## src/rtl/intersection_pkg.sv

```systemverilog
// Shared types for the intersection scheduler: state encoding, lamp vectors
// and travel direction. Optional build macro: NIGHT_FLASH_EN adds FLASH (3'b111).
package intersection_pkg;

    // Fixed 3-bit encoding; 3'b111 is FLASH only in night-flash builds.
    typedef enum logic [2:0] {
        ALLRED_A  = 3'b000,
        NS_GREEN  = 3'b001,
        NS_YELLOW = 3'b010,
        ALLRED_B  = 3'b011,
        EW_GREEN  = 3'b100,
        EW_YELLOW = 3'b101,
`ifdef NIGHT_FLASH_EN
        PED_WALK  = 3'b110,
        FLASH     = 3'b111
`else
        PED_WALK  = 3'b110
`endif
    } state_t;

    // Lamp vectors ordered {red, yellow, green}.
    localparam logic [2:0] RED = 3'b100;
    localparam logic [2:0] YEL = 3'b010;
    localparam logic [2:0] GRN = 3'b001;
    localparam logic [2:0] OFF = 3'b000;

    typedef enum logic {NS = 1'b0, EW = 1'b1} dir_t;

endpackage

```

## src/rtl/intersection_ctrl_phase_timer.sv

```systemverilog
// Loadable down-counter advanced only by the shared tick enable. It holds at
// zero, so a green phase with no opposing demand simply rests there.
module phase_timer #(
    parameter int              TW      = 4,
    parameter logic [TW-1:0]   RST_VAL = '0
) (
    input  logic          clk,
    input  logic          rst,
    input  logic          tick,
    input  logic          load,
    input  logic [TW-1:0] load_val,
    output logic          expire
);

    logic [TW-1:0] cnt;

    // Load wins over counting; decrement on tick, saturating at zero.
    always_ff @(posedge clk or posedge rst) begin
        if (rst)                     cnt <= RST_VAL;
        else if (load)               cnt <= load_val;
        else if (tick && cnt != '0)  cnt <= cnt - 1'b1;
    end

    assign expire = tick && (cnt == '0);

endmodule

```

## src/rtl/intersection_ctrl.sv

```systemverilog
// Two-way intersection scheduler: NS/EW signal heads plus a pedestrian walk
// phase, phase lengths counted in ticks. Optional build macro: NIGHT_FLASH_EN
// adds the `night` input and a flashing-yellow/red FLASH mode.
module intersection_ctrl
    import intersection_pkg::*;
#(
    parameter int GREEN_TICKS  = 8,
    parameter int YELLOW_TICKS = 3,
    parameter int ALLRED_TICKS = 1,
    parameter int WALK_TICKS   = 5,
    parameter int TW           = 4
) (
    input  logic clk,
    input  logic reset,
    input  logic tick,
    input  logic car_ns,
    input  logic car_ew,
    input  logic ped_req,
`ifdef NIGHT_FLASH_EN
    input  logic night,
`endif
    output logic ns_red,
    output logic ns_yellow,
    output logic ns_green,
    output logic ew_red,
    output logic ew_yellow,
    output logic ew_green,
    output logic walk
);

    localparam int G_M1 = GREEN_TICKS - 1;
    localparam int Y_M1 = YELLOW_TICKS - 1;
    localparam int A_M1 = ALLRED_TICKS - 1;
    localparam int W_M1 = WALK_TICKS - 1;
    localparam logic [TW-1:0] G_LD = G_M1[TW-1:0];
    localparam logic [TW-1:0] Y_LD = Y_M1[TW-1:0];
    localparam logic [TW-1:0] A_LD = A_M1[TW-1:0];
    localparam logic [TW-1:0] W_LD = W_M1[TW-1:0];

    state_t        state, next_state;
    dir_t          last_dir;
    logic          ped_pending;
    logic          expire;
    logic          load;
    logic [TW-1:0] load_val;
    logic [2:0]    ns_lamp, ew_lamp;
`ifdef NIGHT_FLASH_EN
    logic          flash_on;
`endif

    phase_timer #(.TW(TW), .RST_VAL(A_LD)) u_timer (
        .clk      (clk),
        .rst      (reset),
        .tick     (tick),
        .load     (load),
        .load_val (load_val),
        .expire   (expire)
    );

    // State register.
    always_ff @(posedge clk or posedge reset) begin
        if (reset) state <= ALLRED_A;
        else       state <= next_state;
    end

    // Next-state selection and timer reload on every state change.
    always_comb begin
        next_state = state;
        case (state)
            ALLRED_A, ALLRED_B: if (expire)
                next_state = ped_pending ? PED_WALK :
                             (last_dir == NS) ? EW_GREEN : NS_GREEN;
            NS_GREEN:  if (expire && (car_ew || ped_pending)) next_state = NS_YELLOW;
            NS_YELLOW: if (expire) next_state = ALLRED_B;
            EW_GREEN:  if (expire && (car_ns || ped_pending)) next_state = EW_YELLOW;
            EW_YELLOW: if (expire) next_state = ALLRED_A;
            PED_WALK:  if (expire)
                next_state = (last_dir == NS) ? EW_GREEN : NS_GREEN;
`ifdef NIGHT_FLASH_EN
            FLASH:     if (!night) next_state = ALLRED_A;
`endif
            default:   next_state = ALLRED_A;
        endcase
`ifdef NIGHT_FLASH_EN
        // Greens drop straight into FLASH; other phases finish first.
        if (night && state != FLASH) begin
            if (state == NS_GREEN || state == EW_GREEN || expire)
                next_state = FLASH;
        end
`endif
        load = (next_state != state);
        case (next_state)
            NS_GREEN, EW_GREEN:   load_val = G_LD;
            NS_YELLOW, EW_YELLOW: load_val = Y_LD;
            PED_WALK:             load_val = W_LD;
            default:              load_val = A_LD;
        endcase
    end

    // ALLRED_B always follows NS service, ALLRED_A follows EW service (or a
    // recovery), so the direction just served is known from the all-red entered.
    always_ff @(posedge clk or posedge reset) begin
        if (reset)                               last_dir <= EW;
        else if (load && next_state == ALLRED_B) last_dir <= NS;
        else if (load && next_state == ALLRED_A) last_dir <= EW;
    end

    // Pedestrian latch; a request in the walk-entry cycle survives for next round.
    always_ff @(posedge clk or posedge reset) begin
        if (reset)                               ped_pending <= 1'b0;
        else if (ped_req)                        ped_pending <= 1'b1;
        else if (load && next_state == PED_WALK) ped_pending <= 1'b0;
    end

`ifdef NIGHT_FLASH_EN
    // Flash phase: lit on FLASH entry, toggles on each tick while flashing.
    always_ff @(posedge clk or posedge reset) begin
        if (reset)              flash_on <= 1'b1;
        else if (state != FLASH) flash_on <= 1'b1;
        else if (tick)          flash_on <= ~flash_on;
    end
`endif

    // Moore lamp decode from registered state only.
    always_comb begin
        ns_lamp = RED;
        ew_lamp = RED;
        walk    = 1'b0;
        case (state)
            NS_GREEN:  ns_lamp = GRN;
            NS_YELLOW: ns_lamp = YEL;
            EW_GREEN:  ew_lamp = GRN;
            EW_YELLOW: ew_lamp = YEL;
            PED_WALK:  walk    = 1'b1;
`ifdef NIGHT_FLASH_EN
            FLASH: begin
                ns_lamp = flash_on ? YEL : OFF;
                ew_lamp = flash_on ? RED : OFF;
            end
`endif
            default: ;
        endcase
    end

    assign {ns_red, ns_yellow, ns_green} = ns_lamp;
    assign {ew_red, ew_yellow, ew_green} = ew_lamp;

endmodule
```

## config.mk

```make
export PLATFORM = sky130hd
export DESIGN_NAME = intersection_ctrl
export DESIGN_NICKNAME = d
export VERILOG_FILES = /design/src/rtl/intersection_pkg.sv /design/src/rtl/intersection_ctrl_phase_timer.sv /design/src/rtl/intersection_ctrl.sv
export SDC_FILE = /design/constraint.sdc
export NUM_CORES = 1
export LEC_CHECK = 0
export CORE_MARGIN = 8
export CORE_UTILIZATION = 35
export DETAILED_ROUTE_END_ITERATION = 8
export GPL_TIMING_DRIVEN = 0
export PLACE_DENSITY = 0.58
export SYNTH_ARGS = -nofsm -noshare
export SYNTH_HDL_FRONTEND = slang
export SYNTH_SLANG_ARGS = --single-unit
```

## constraint.sdc

```tcl
create_clock -name clk -period 2.37 [get_ports clk]
set_input_delay 0.3555 -clock clk [delete_from_list [all_inputs] [get_ports clk]]
set_output_delay 0.3555 -clock clk [all_outputs]
set_load 0.05 [all_outputs]
```

# Word-level counts from Yosys, hierarchy flattened
# Index checks and enable logic that the tools add are counted.
[classes]
add_sub_neg = 1
multipliers = 0
div_mod_pow = 0
magnitude_cmp = 0
eq_ne = 13
shifts = 0
muxes = 19
bitwise = 0
n_reduce_logical = 19
[op_table]
columns = ["op", "n"]
rows = [
  ["$mux W3", 8],
  ["$eq A3 B3 Y1 const B", 6],
  ["$pmux W3 S6", 1],
  ["$eq A3 B2 Y1 const B", 4],
  ["$pmux W3 S2", 2],
  ["$pmux W3 S3", 1],
  ["$mux W4", 2],
  ["$logic_and A1 B1 Y1", 7],
  ["$eq A3 B1 Y1 const B", 2],
  ["$logic_not A3 Y1", 2],
  ["$reduce_bool A2 Y1", 3],
  ["$reduce_or A2 Y1", 3],
  ["$mux W1", 5],
  ["$logic_not A4 Y1", 1],
  ["$reduce_bool A4 Y1", 1],
  ["$sub A4 B1 Y4 const B", 1],
  ["$ne A3 B3 Y1", 1],
  ["$logic_or A1 B1 Y1", 2],
]
[totals]
reg_bits = 9
latchBits = 0
ramBits = 0
mem_bits_ro = 0
in_bits = 6
elab_cells = 56
memories = 0

# Depth between registers and ports, before layout
# Gate-level depths: netlist of the first run.
[logic_depth]
depth_word = 9
ltp_mapped = 10
ltp_nobuf = 9

# Modules after synthesis
# From an unflattened synthesis of the first run, not the netlist that was laid out.
[unflattened]
cells_unflattened = 94
area_unflattened_um2 = 764.5
[modules_own_cells]
columns = ["module", "instances", "cells_each", "area_each_um2", "seq_area_each_um2"]
rows = [
  ["intersection_ctrl", 1, 66, 503.0, 126.4],
  ["phase_timer", 1, 28, 261.5, 100.1],
]

# Least setup slack after synthesis of the first run
# Ideal clock, no wire load.
[synth_path]
path_type = "flip-flop to flip-flop"
from = "reg state[0]"
to = "reg u_timer.cnt[1]"
setup_ns = 0.087
arrival_ns = 2.943
required_ns = 2.283
setup_slack_ns = -0.660
path_stages_with_launch = 9
period_less_slack_ns = 3.030
path_cell_list = "dfrtp_1 > buf_4 > buf_4 > nor3b_1 > o21ai_1 > o221ai_4 > nor2_4 > mux2_4 > a211oi_2"
[synth_via]
elab_chain_len = 7
word_cells_on_any_way = 26
cone_classes = "eq/ne: 12; mux: 9; reduce/logical: 5"
[synth_rtl]
columns = ["item", "line", "rtl"]
rows = [
  ["start: declaration", "intersection_ctrl.sv:40", "state_t state, next_state;"],
  ["start signal: assignment", "intersection_ctrl.sv:63", "else state <= next_state;"],
  ["$eq A3 B2 Y1 or $logic_not A3 Y1 (tied branches)", "intersection_ctrl.sv:69", "case (state)"],
  ["$reduce_or A2 Y1", "intersection_ctrl.sv:69", ""],
  ["$pmux W3 S6", "intersection_ctrl.sv:69", ""],
  ["$eq A3 B2 Y1 (tied with other cells)", "intersection_ctrl.sv:92", "case (next_state)"],
  ["$reduce_or A2 Y1", "intersection_ctrl.sv:92", ""],
  ["$pmux W3 S3", "intersection_ctrl.sv:92", ""],
  ["$mux W4", "intersection_ctrl_phase_timer.sv:20", "else if (load) cnt <= load_val;"],
  ["end signal: assignment", "intersection_ctrl_phase_timer.sv:20", ""],
  ["end signal: assignment", "intersection_ctrl_phase_timer.sv:21", "else if (tick && cnt != '0) cnt <= cnt - 1'b1;"],
  ["end: declaration", "intersection_ctrl_phase_timer.sv:15", "logic [TW-1:0] cnt;"],
]
# Several ways; a longest one is shown, not always the timed one.
# A chain may end at the register's enable or synchronous reset.

# Final worst setup path of the first run
[layout_path]
from = "reg state[2]"
to = "out ns_yellow"
[layout_via]
elab_chain_len = 2
word_cells_on_any_way = 3
cone_classes = "eq/ne: 2; mux: 1"
[layout_rtl]
columns = ["item", "line", "rtl"]
rows = [
  ["$eq A3 B2 Y1 or $eq A3 B1 Y1 (tied branches)", "intersection_ctrl.sv:129", "case (state)"],
  ["$pmux W3 S2 (*)", "intersection_ctrl.sv:129", ""],
  ["end: declaration", "intersection_ctrl.sv:23", "output logic ns_yellow,"],
]
# Every way passes the cells marked *; elsewhere a longest branch is shown, timed or not.

==> reports/qor.csv, run 1 <==
stage;metric;value;unit
run_status;status;finished, final reports clean;
sta;Worst-Margin Slew;479.2;ps
worst_setup_path;Worst Path Required;2010;ps
clocking;CTS tree;done;
global_route;largest net degree at the start of global routing;11;
clocking;clk_lat worst skew;260;ps
floorplan;Die ar.;4758;um2
sta;Final min period;2289;ps
clocking;clk buf depth;2;
synth;Synth Register Bits;9;
synth;unique cell type count in the Yosys netlist;53;
floorplan;Initial Util;36.24;%
routing;DRT antenna net count;0;
routing;post-DR vias/cell;5.788;
routing;WL/cell;15.19;um
worst_hold_path;Hold Path Class;primary input to asynchronous set/reset pin;
worst_setup_path;R2R depth;10;
worst_setup_path;CP endpoint kind;output pin;
worst_setup_path;CP Class;flip-flop to output pin;
global_route;grt total ovfl;0;
placed_design;IO buf count;12;
worst_setup_path;arrival time at the worst endpoint;1930;ps
placed_design;Final HPWL DP;1857;um
worst_setup_path;largest fanout on the critical path;10;
routing;routed vias;926;
sta;worst relative slew slack;67.23;%
global_route;vias in the first global route;882;
finish;Inserted Diodes;0;
clocking;# clock sinks;9;
routing;drt total wl;2431;um
worst_setup_path;CP Launch Type;flip-flop;
worst_setup_path;worst r2r dst;u_timer.cnt[1];
routing;Remaining DRCs;0;
floorplan;# IOs;13;
synth;Post-Syn Nets;121;
routing;max layer used;met4;
synth;register area share after synthesis;23.06;%
clocking;H-tree Lvls;1;
clocking;Hold Buf Count CTS;0;
floorplan;Die W;68.98;um
synth;Area contributors post-synth;dfrtp_1 (20%), nor2_1 (5.4%), buf_6 (3.4%), mux2_4 (3.1%), a2111oi_4 (2.8%);
sta;period utilisation layout;96.57;%
finish;synth-to-layout area growth;24.20;%
sta;Sum Neg Setup Slack;0;ps
synth;largest area contributor in the netlist;dfrtp_1;
global_route;initial antenna violation count;0;
finish;final core utilization;45.01;%
synth;number of synthesized flops with an enable pin;0;
flow_run;Max Cap Viol;0;
routing;met3 WL;134;um
global_route;first-pass GRT wire length;4015;um
worst_setup_path;worst r2r src;u_timer.cnt[0];
finish;layout net count;138;
routing;drt pass-1 iters;2;
synth;asr flop ratio synth;100.0;%
routing;wire length on met1;1108;um
floorplan;Die Ht;68.98;um
finish;fraction of layout cells with a size suffix above 1;24.81;%
clocking;root buf cell;clkbuf_4;
sta;final setup fails;0;
clocking;post-CTS setup buffer count;0;
power;Power Density;1491;nW/um2
floorplan;core footprint;2710;um2
power;Lkg Pwr;0.0005063;uW
synth;syn avg cell area;8.692;um2
power;Worst VDD drop;0.0009302;V
global_route;GR Util All Layers;10.79;%
synth;Post-synth top cells;nor2_1 (14), dfrtp_1 (8), nand2_1 (6);
finish;post-route cell area;1220;um2
placed_design;Cell Area, Placed;1152;um2
sta;FMAX;436.9;MHz
synth;Top FF cell, synth;dfrtp_1;
floorplan;std cell rows;19;
routing;initial drt markers;80;
power;Power, Total;1819;uW
worst_setup_path;Worst R2R Setup Slack;90;ps
sta;Final Hold Viols;0;
synth;yosys warns;0;
sta;hold_ws;357.8;ps
routing;routed length on met2;1149;um
synth;top-count cell post-synth;nor2_1;
sta;RSZ-0062 raised after global routing;yes;
clocking;CTS clk-pin slew, worst paths;60;ps
sta;clock skew;1.830;ps
synth;Post-Syn Instances;113;
finish;FILL cells;266;
sta;Max Slew Vio Count;0;
synth;share of the synthesized area in the top cell type;20.38;%
placed_design;GP Congestion;0.8267;
synth;synthesized area;982.2;um2
clocking;CTS buffer count;3;
-- through the flow --
stage / setup WS [ps] / cells
finish: 81.21 / 160
global route: -39.19 / 160
CTS: 9.687 / 160
detailed placement: -295.9 / 156
global placement: -262.4 / 156
floorplan: 127.4 / 113
-- critical path, cell delays in order (launching register included) --
cell and delay [ps]:
dfrtp_1 380, buf_6 150, buf_2 180, nor2_1 150, clkdlybuf4s50_1 820
-- worst max path at each step --
stage	depth (start not counted)	start	end	slack (ps)
global route	9	u_timer.cnt[0]	u_timer.cnt[1]	-40
finish	4	state[2]	ns_yellow	80
global placement	7	tick	u_timer.cnt[1]	-260
CTS	10	u_timer.cnt[1]	u_timer.cnt[1]	10
floorplan	10	u_timer.cnt[0]	u_timer.cnt[1]	130
detailed placement	7	tick	u_timer.cnt[1]	-300
-- kinds of logic after synthesis --
group	share of synthesized area, %
buffers and inverters	9.170
XOR/XNOR	1.784
flip-flops	23.06
multiplexers	5.096
adder cells (fa/ha/maj)	2.547
AO/OA/AOI/OAI	32.61
AND/OR/NAND/NOR	25.73
-- registers in the layout (all words and copies together), names as in the netlist --
name and count:
u_timer.cnt 4, ped_pending 1, last_dir 1, state 3
-- layout make-up --
type,count,area (um2),area share (%)
clock buffers,4,26.28,2.154
well taps,31,38.79,3.179
plain buffers,8,63.81,5.231
flip-flops and latches,9,226.5,18.56
multi-input cells,89,715.7,58.67
inverters,7,26.28,2.154
repair buffers,12,122.6,10.05
-- cells in the final DEF, fill, tap and decap left out, types with 2 or more instances in the layout --
master           Yosys  final
nor2_1              14     14
dfrtp_1              8      8
nand2_1              6      6
nor3_1               5      5
clkdlybuf4s50_1      0      5
a21oi_1              4      4
dlygate4sd2_1        0      4
buf_6                3      3
buf_2                3      3
inv_1                5      3
nor2b_1              3      3
inv_2                1      3
clkbuf_4             0      3
dlymetal6s2s_1       0      3
buf_4                2      2
nand3_1              2      2
mux2_4               2      2
o21ai_2              0      2
mux2i_1              2      2
a221oi_1             2      2
o21ai_0              2      2
o21ai_1              4      2
nor2_4               2      2
a211oi_1             2      2
nand2b_1             2      2
xnor2_1              2      2
o32ai_1              2      2
o211ai_1             2      2
-- metal layers --
| metal | vias up | global-route usage, % |
|---|---|---|
| met4 | 0 | 4.511 |
| met5 | - | 0 |
| met3 | 5 | 1.616 |
| li1 | 451 | - |
| met2 | 15 | 17.95 |
| met1 | 455 | 13.50 |
-- repair_timing --
action | in CTS | in global routing
endpoints found under the setup margin | 5 | 5
gates resized for setup | 7 | 10
hold endpoints to repair | 0 | 0
pin swaps | 0 | 4
-- power breakdown --
part	leakage, uW	switching (uW)	internal (uW)
clock network	0.0000150	49.5	64.6
logic	0.000386	817	594
registers	0.000106	68.1	226
(Power assumes the default switching activity.)
==> inputs of run 2 (changes only) <==
Settings changed: CORE_ASPECT_RATIO from default to 0.7.
==> reports/qor.csv, run 2 (synthesis results as in run 1) <==
stage;metric;value;unit
worst_setup_path;worst r2r dst;u_timer.cnt[1];
power;Power Density;1516;nW/um2
placed_design;GP Congestion;0.8228;
global_route;first-pass GRT wire length;3974;um
sta;FMAX;423.3;MHz
finish;Biggest register;u_timer.cnt;
clocking;post-CTS setup buffer count;0;
routing;Remaining DRCs;0;
sta;Final min period;2362;ps
power;Worst VDD drop;0.0005767;V
finish;most common cell after layout, fill and taps aside;nor2_1;
routing;drt pass-1 iters;4;
worst_setup_path;arrival time at the worst endpoint;2460;ps
worst_setup_path;Worst path most repeated cell;buf_6;
finish;number of flip-flops in the largest register;4;
global_route;vias in the first global route;830;
routing;drt total wl;2523;um
routing;DRT antenna net count;0;
clocking;# clock sinks;9;
routing;initial drt markers;118;
worst_setup_path;worst r2r src;u_timer.cnt[1];
worst_setup_path;CP Launch Type;primary input;
worst_setup_path;CP cell instances;clkdlybuf4s50_1 > and4bb_1 > buf_6 > nor2_4 > a211o_1 > buf_6 > or4_1 > a22oi_1 > a211oi_2;
global_route;GR Util All Layers;10.47;%
sta;worst relative slew slack;65.63;%
sta;RSZ-0062 raised after global routing;yes;
finish;Inserted Diodes;0;
sta;final setup fails;0;
worst_setup_path;Worst R2R Setup Slack;40;ps
routing;routed vias;925;
floorplan;core footprint;2743;um2
routing;post-DR vias/cell;5.606;
sta;hold_ws;397.0;ps
flow_run;Max Cap Viol;0;
worst_setup_path;CP max stage delay;540;ps
sta;Worst-Margin Slew;502.5;ps
finish;most frequent cells in the layout;nor2_1 (14), dfrtp_1 (8), clkdlybuf4s50_1 (7);
sta;Sum Neg Setup Slack;0;ps
worst_setup_path;CP Class;primary input to flip-flop;
routing;WL/cell;15.29;um
clocking;root buf cell;clkbuf_8;
sta;clock skew;0.9844;ps
floorplan;Die ar.;4784;um2
finish;fraction of layout cells with a size suffix above 1;22.48;%
finish;layout net count;138;
clocking;CTS tree;done;
worst_setup_path;CP startpoint;tick;
worst_setup_path;Worst Path Required;2470;ps
worst_hold_path;Hold Path Class;primary input to asynchronous set/reset pin;
worst_setup_path;slowest cell on the critical path;clkdlybuf4s50_1;
sta;Final Hold Viols;0;
clocking;CTS buffer count;3;
power;Lkg Pwr;0.0005388;uW
clocking;H-tree Lvls;1;
clocking;clk buf depth;2;
worst_setup_path;Setup crit end;u_timer.cnt[1];
global_route;grt total ovfl;0;
floorplan;# IOs;13;
global_route;largest net degree at the start of global routing;11;
finish;Top Registers;u_timer.cnt x4, state x3;
placed_design;IO buf count;12;
floorplan;Die Ht;60.32;um
clocking;CTS clk-pin slew, worst paths;40;ps
clocking;Hold Buf Count CTS;0;
floorplan;Die W;79.32;um
run_status;status;finished, final reports clean;
sta;Max Slew Vio Count;0;
sta;period utilisation layout;99.67;%
worst_setup_path;R2R depth;10;
placed_design;Final HPWL DP;1940;um
finish;synth-to-layout area growth;25.10;%
floorplan;std cell rows;16;
global_route;initial antenna violation count;0;
worst_setup_path;largest fanout on the critical path;9;
floorplan;Initial Util;35.81;%
finish;final core utilization;44.80;%
worst_setup_path;CP endpoint kind;flip-flop;
clocking;clk_lat worst skew;220;ps
==> run 2: repair_timing <==
item                       CTS  global route
hold endpoints to repair     0             0
setup endpoints to repair    2             8
resized for setup            4             7
==> run 2: power breakdown <==
part	switching [uW]	internal, uW	leakage (uW)
sequential	69.2	227	0.000106
combinational	809	588	0.000410
clock	53.3	117	0.0000228
total	931	931	0.000539
==> run 2: critical path: cells and delay by family <==
| kind | cells | cell delay [ps] |
|---|---|---|
| AOI/OAI and AO/OA | 3 | 560 |
| buffers and inverters | 3 | 820 |
| and+or+nand+nor | 3 | 730 |
==> run 2: metrics by stage <==
step	cell area [um2]	power, uW	setup slack, ps	cells
final	1229	1862	7.803	165
after global routing	1229	2003	-90.40	165
after CTS	1209	1856	1.561	165
after detailed placement	1159	1666	-272.8	161
after global placement	1159	1632	-221.1	161
after floorplan	993.5	1377	127.4	113
==> run 2: layout make-up <==
| class | instances | area, um2 |
|---|---|---|
| Sequential cell | 9 | 226.5 |
| Inverter | 7 | 26.28 |
| Multi-Input combinational cell | 89 | 693.2 |
| Timing Repair Buffer | 12 | 128.9 |
| Buffer | 8 | 63.81 |
| Fill cell | 252 | 1514 |
| Tap cell | 36 | 45.04 |
| Clock buffer | 4 | 45.04 |
==> run 2: worst min-delay path by stage <==
stage / startpoint / endpoint / slack [ps]
final: reset / state[2] / 400
after CTS: reset / state[2] / 410
after floorplan: reset / ped_pending / 180
after global placement: last_dir / last_dir / 560
after global routing: reset / ped_pending / 450
after detailed placement: last_dir / last_dir / 580
==> run 2: routing by layer <==
layer | up-vias | track usage (%) | share of wire, %
met5 | - | 0 | 0
met4 | 0 | 3.937 | 0.16
met3 | 2 | 3.303 | 6.5
met2 | 31 | 15.52 | 45
met1 | 440 | 13.82 | 48
li1 | 452 | - | -
==> inputs of run 3 (changes only) <==
--- a/config.mk
+++ b/config.mk
@@ -11,5 +11,6 @@
 export DETAILED_ROUTE_END_ITERATION = 8
 export GPL_TIMING_DRIVEN = 0
-export PLACE_DENSITY = 0.58
+export HOLD_SLACK_MARGIN = 0.06
+export PLACE_DENSITY = 0.55
 export SYNTH_ARGS = -nofsm -noshare
 export SYNTH_HDL_FRONTEND = slang
==> constraint.sdc (replaced) <==
create_clock -name clk -period 2.37 [get_ports clk]
set_input_delay 0.237 -clock clk [delete_from_list [all_inputs] [get_ports clk]]
set_output_delay 0.237 -clock clk [all_outputs]
set_load 0.05 [all_outputs]
==> reports/qor.csv, run 3 (synthesis results as in run 1) <==
stage;metric;value;unit
sta;Sum Neg Setup Slack;0;ps
clocking;root buf cell;clkbuf_8;
floorplan;# IOs;13;
sta;Max Slew Vio Count;0;
worst_setup_path;worst r2r dst;u_timer.cnt[1];
sta;period utilisation layout;96.71;%
sta;Final Hold Viols;0;
finish;layout net count;142;
clocking;clk buf depth;2;
routing;routed vias;937;
worst_hold_path;Hold Path Class;primary input to asynchronous set/reset pin;
sta;Final min period;2292;ps
global_route;largest net degree at the start of global routing;11;
global_route;GR Util All Layers;10.13;%
routing;post-DR vias/cell;5.544;
worst_setup_path;CP cell instances;buf_4 > clkinv_1 > buf_2 > and3_1 > clkdlybuf4s50_1;
flow_run;Max Cap Viol;0;
finish;synth-to-layout area growth;29.30;%
global_route;vias in the first global route;810;
worst_setup_path;worst r2r src;u_timer.cnt[0];
routing;drt total wl;2441;um
power;Power Density;1528;nW/um2
clocking;CTS buffer count;3;
placed_design;IO buf count;12;
placed_design;GP Congestion;0.7734;
placed_design;Final HPWL DP;1834;um
worst_setup_path;CP Class;flip-flop to output pin;
finish;fraction of layout cells with a size suffix above 1;26.32;%
routing;Remaining DRCs;0;
sta;FMAX;436.3;MHz
worst_setup_path;largest fanout on the critical path;10;
finish;most common cell after layout, fill and taps aside;nor2_1;
floorplan;core footprint;2743;um2
clocking;H-tree Lvls;1;
global_route;initial antenna violation count;0;
worst_setup_path;Worst R2R Setup Slack;80;ps
global_route;grt total ovfl;0;
worst_setup_path;Worst Path Required;2130;ps
worst_setup_path;CP max stage delay;800;ps
sta;worst relative slew slack;66.02;%
floorplan;Die Ht;60.32;um
clocking;Hold Buf Count CTS;0;
floorplan;Die W;79.32;um
floorplan;Initial Util;35.81;%
run_status;status;finished, final reports clean;
global_route;first-pass GRT wire length;3870;um
worst_setup_path;R2R depth;10;
worst_setup_path;slowest cell on the critical path;clkdlybuf4s50_1;
clocking;# clock sinks;9;
finish;most frequent cells in the layout;nor2_1 (14), clkdlybuf4s50_1 (12), dfrtp_1 (8);
floorplan;Die ar.;4784;um2
routing;initial drt markers;86;
power;Worst VDD drop;0.0005537;V
sta;worst setup margin;77.86;ps
finish;FILL cells;271;
finish;Inserted Diodes;0;
finish;Biggest register;u_timer.cnt;
worst_setup_path;arrival time at the worst endpoint;2060;ps
floorplan;std cell rows;16;
routing;drt pass-1 iters;4;
worst_setup_path;CP Launch Type;flip-flop;
power;Lkg Pwr;0.0004896;uW
sta;final setup fails;0;
sta;clock skew;1.400;ps
worst_setup_path;CP endpoint kind;output pin;
finish;number of flip-flops in the largest register;4;
placed_design;Cell Area, Placed;1159;um2
routing;DRT antenna net count;0;
clocking;CTS clk-pin slew, worst paths;40;ps
routing;WL/cell;14.44;um
finish;post-route cell area;1270;um2
sta;Worst-Margin Slew;508.6;ps
placed_design;Setup WS pre-CTS;-135.6;ps
finish;Top Registers;u_timer.cnt x4, state x3;
clocking;clk_lat worst skew;230;ps
clocking;CTS tree;done;
[run 3: layer usage]
metal / global-route usage, % / wire [um]
met1: 14.68 / 1282
met3: 1.802 / 127
met2: 14.24 / 1008
met5: 0 / 0
met4: 3.937 / 22
[run 3: area by class of cell]
| cell class | count | area, um2 | share of cell area [%] |
|---|---|---|---|
| Buffer | 8 | 63.81 | 5.025 |
| Clock buffer | 4 | 45.04 | 3.547 |
| Inverter | 7 | 26.28 | 2.069 |
| Multi-Input combinational cell | 89 | 713.2 | 56.16 |
| Sequential cell | 9 | 226.5 | 17.83 |
| Tap cell | 36 | 45.04 | 3.547 |
| Timing Repair Buffer | 16 | 150.1 | 11.82 |
[run 3: stage by stage]
| step | utilization (%) | hold slack (ps) | total power [uW] | instances |
|---|---|---|---|---|
| floorplan | - | 64.20 | 1377 | 113 |
| global placement | 42.24 | 524.9 | 1639 | 161 |
| detailed placement | 42.24 | 529.0 | 1652 | 161 |
| CTS | 44.12 | 281.2 | 1842 | 165 |
| global route | 46.30 | 313.6 | 2091 | 169 |
| finish | 46.30 | 274.3 | 1941 | 169 |
[run 3: worst max-delay path: cells and delay by family, from the launching register on]
kind	cells	cell delay [ps]
buffers and inverters	4	1270
AND/OR/NAND/NOR	1	190
flip-flops	1	360
[run 3: worst max path at each step]
stage / startpoint / endpoint / slack [ps] / depth (start not counted)
after CTS: u_timer.cnt[1] / u_timer.cnt[1] / 6 / 10
after floorplan: u_timer.cnt[0] / u_timer.cnt[1] / 130 / 10
after detailed placement: tick / u_timer.cnt[1] / -140 / 7
after global placement: tick / u_timer.cnt[1] / -140 / 7
final: state[0] / walk / 80 / 5
after global routing: u_timer.cnt[0] / u_timer.cnt[1] / -4 / 10
[run 3: what timing repair did]
item,CTS,global route
buffers inserted,0,4
endpoints found under the setup margin,1,3
resized for setup,3,7
pin swaps,0,2
cloned,0,0
[run 3: where the power goes]
| part | switching (uW) | internal (uW) | total [uW] |
|---|---|---|---|
| sequential | 70.3 | 227 | 297 |
| clock | 56.9 | 117 | 174 |
| combinational | 828 | 641 | 1470 |
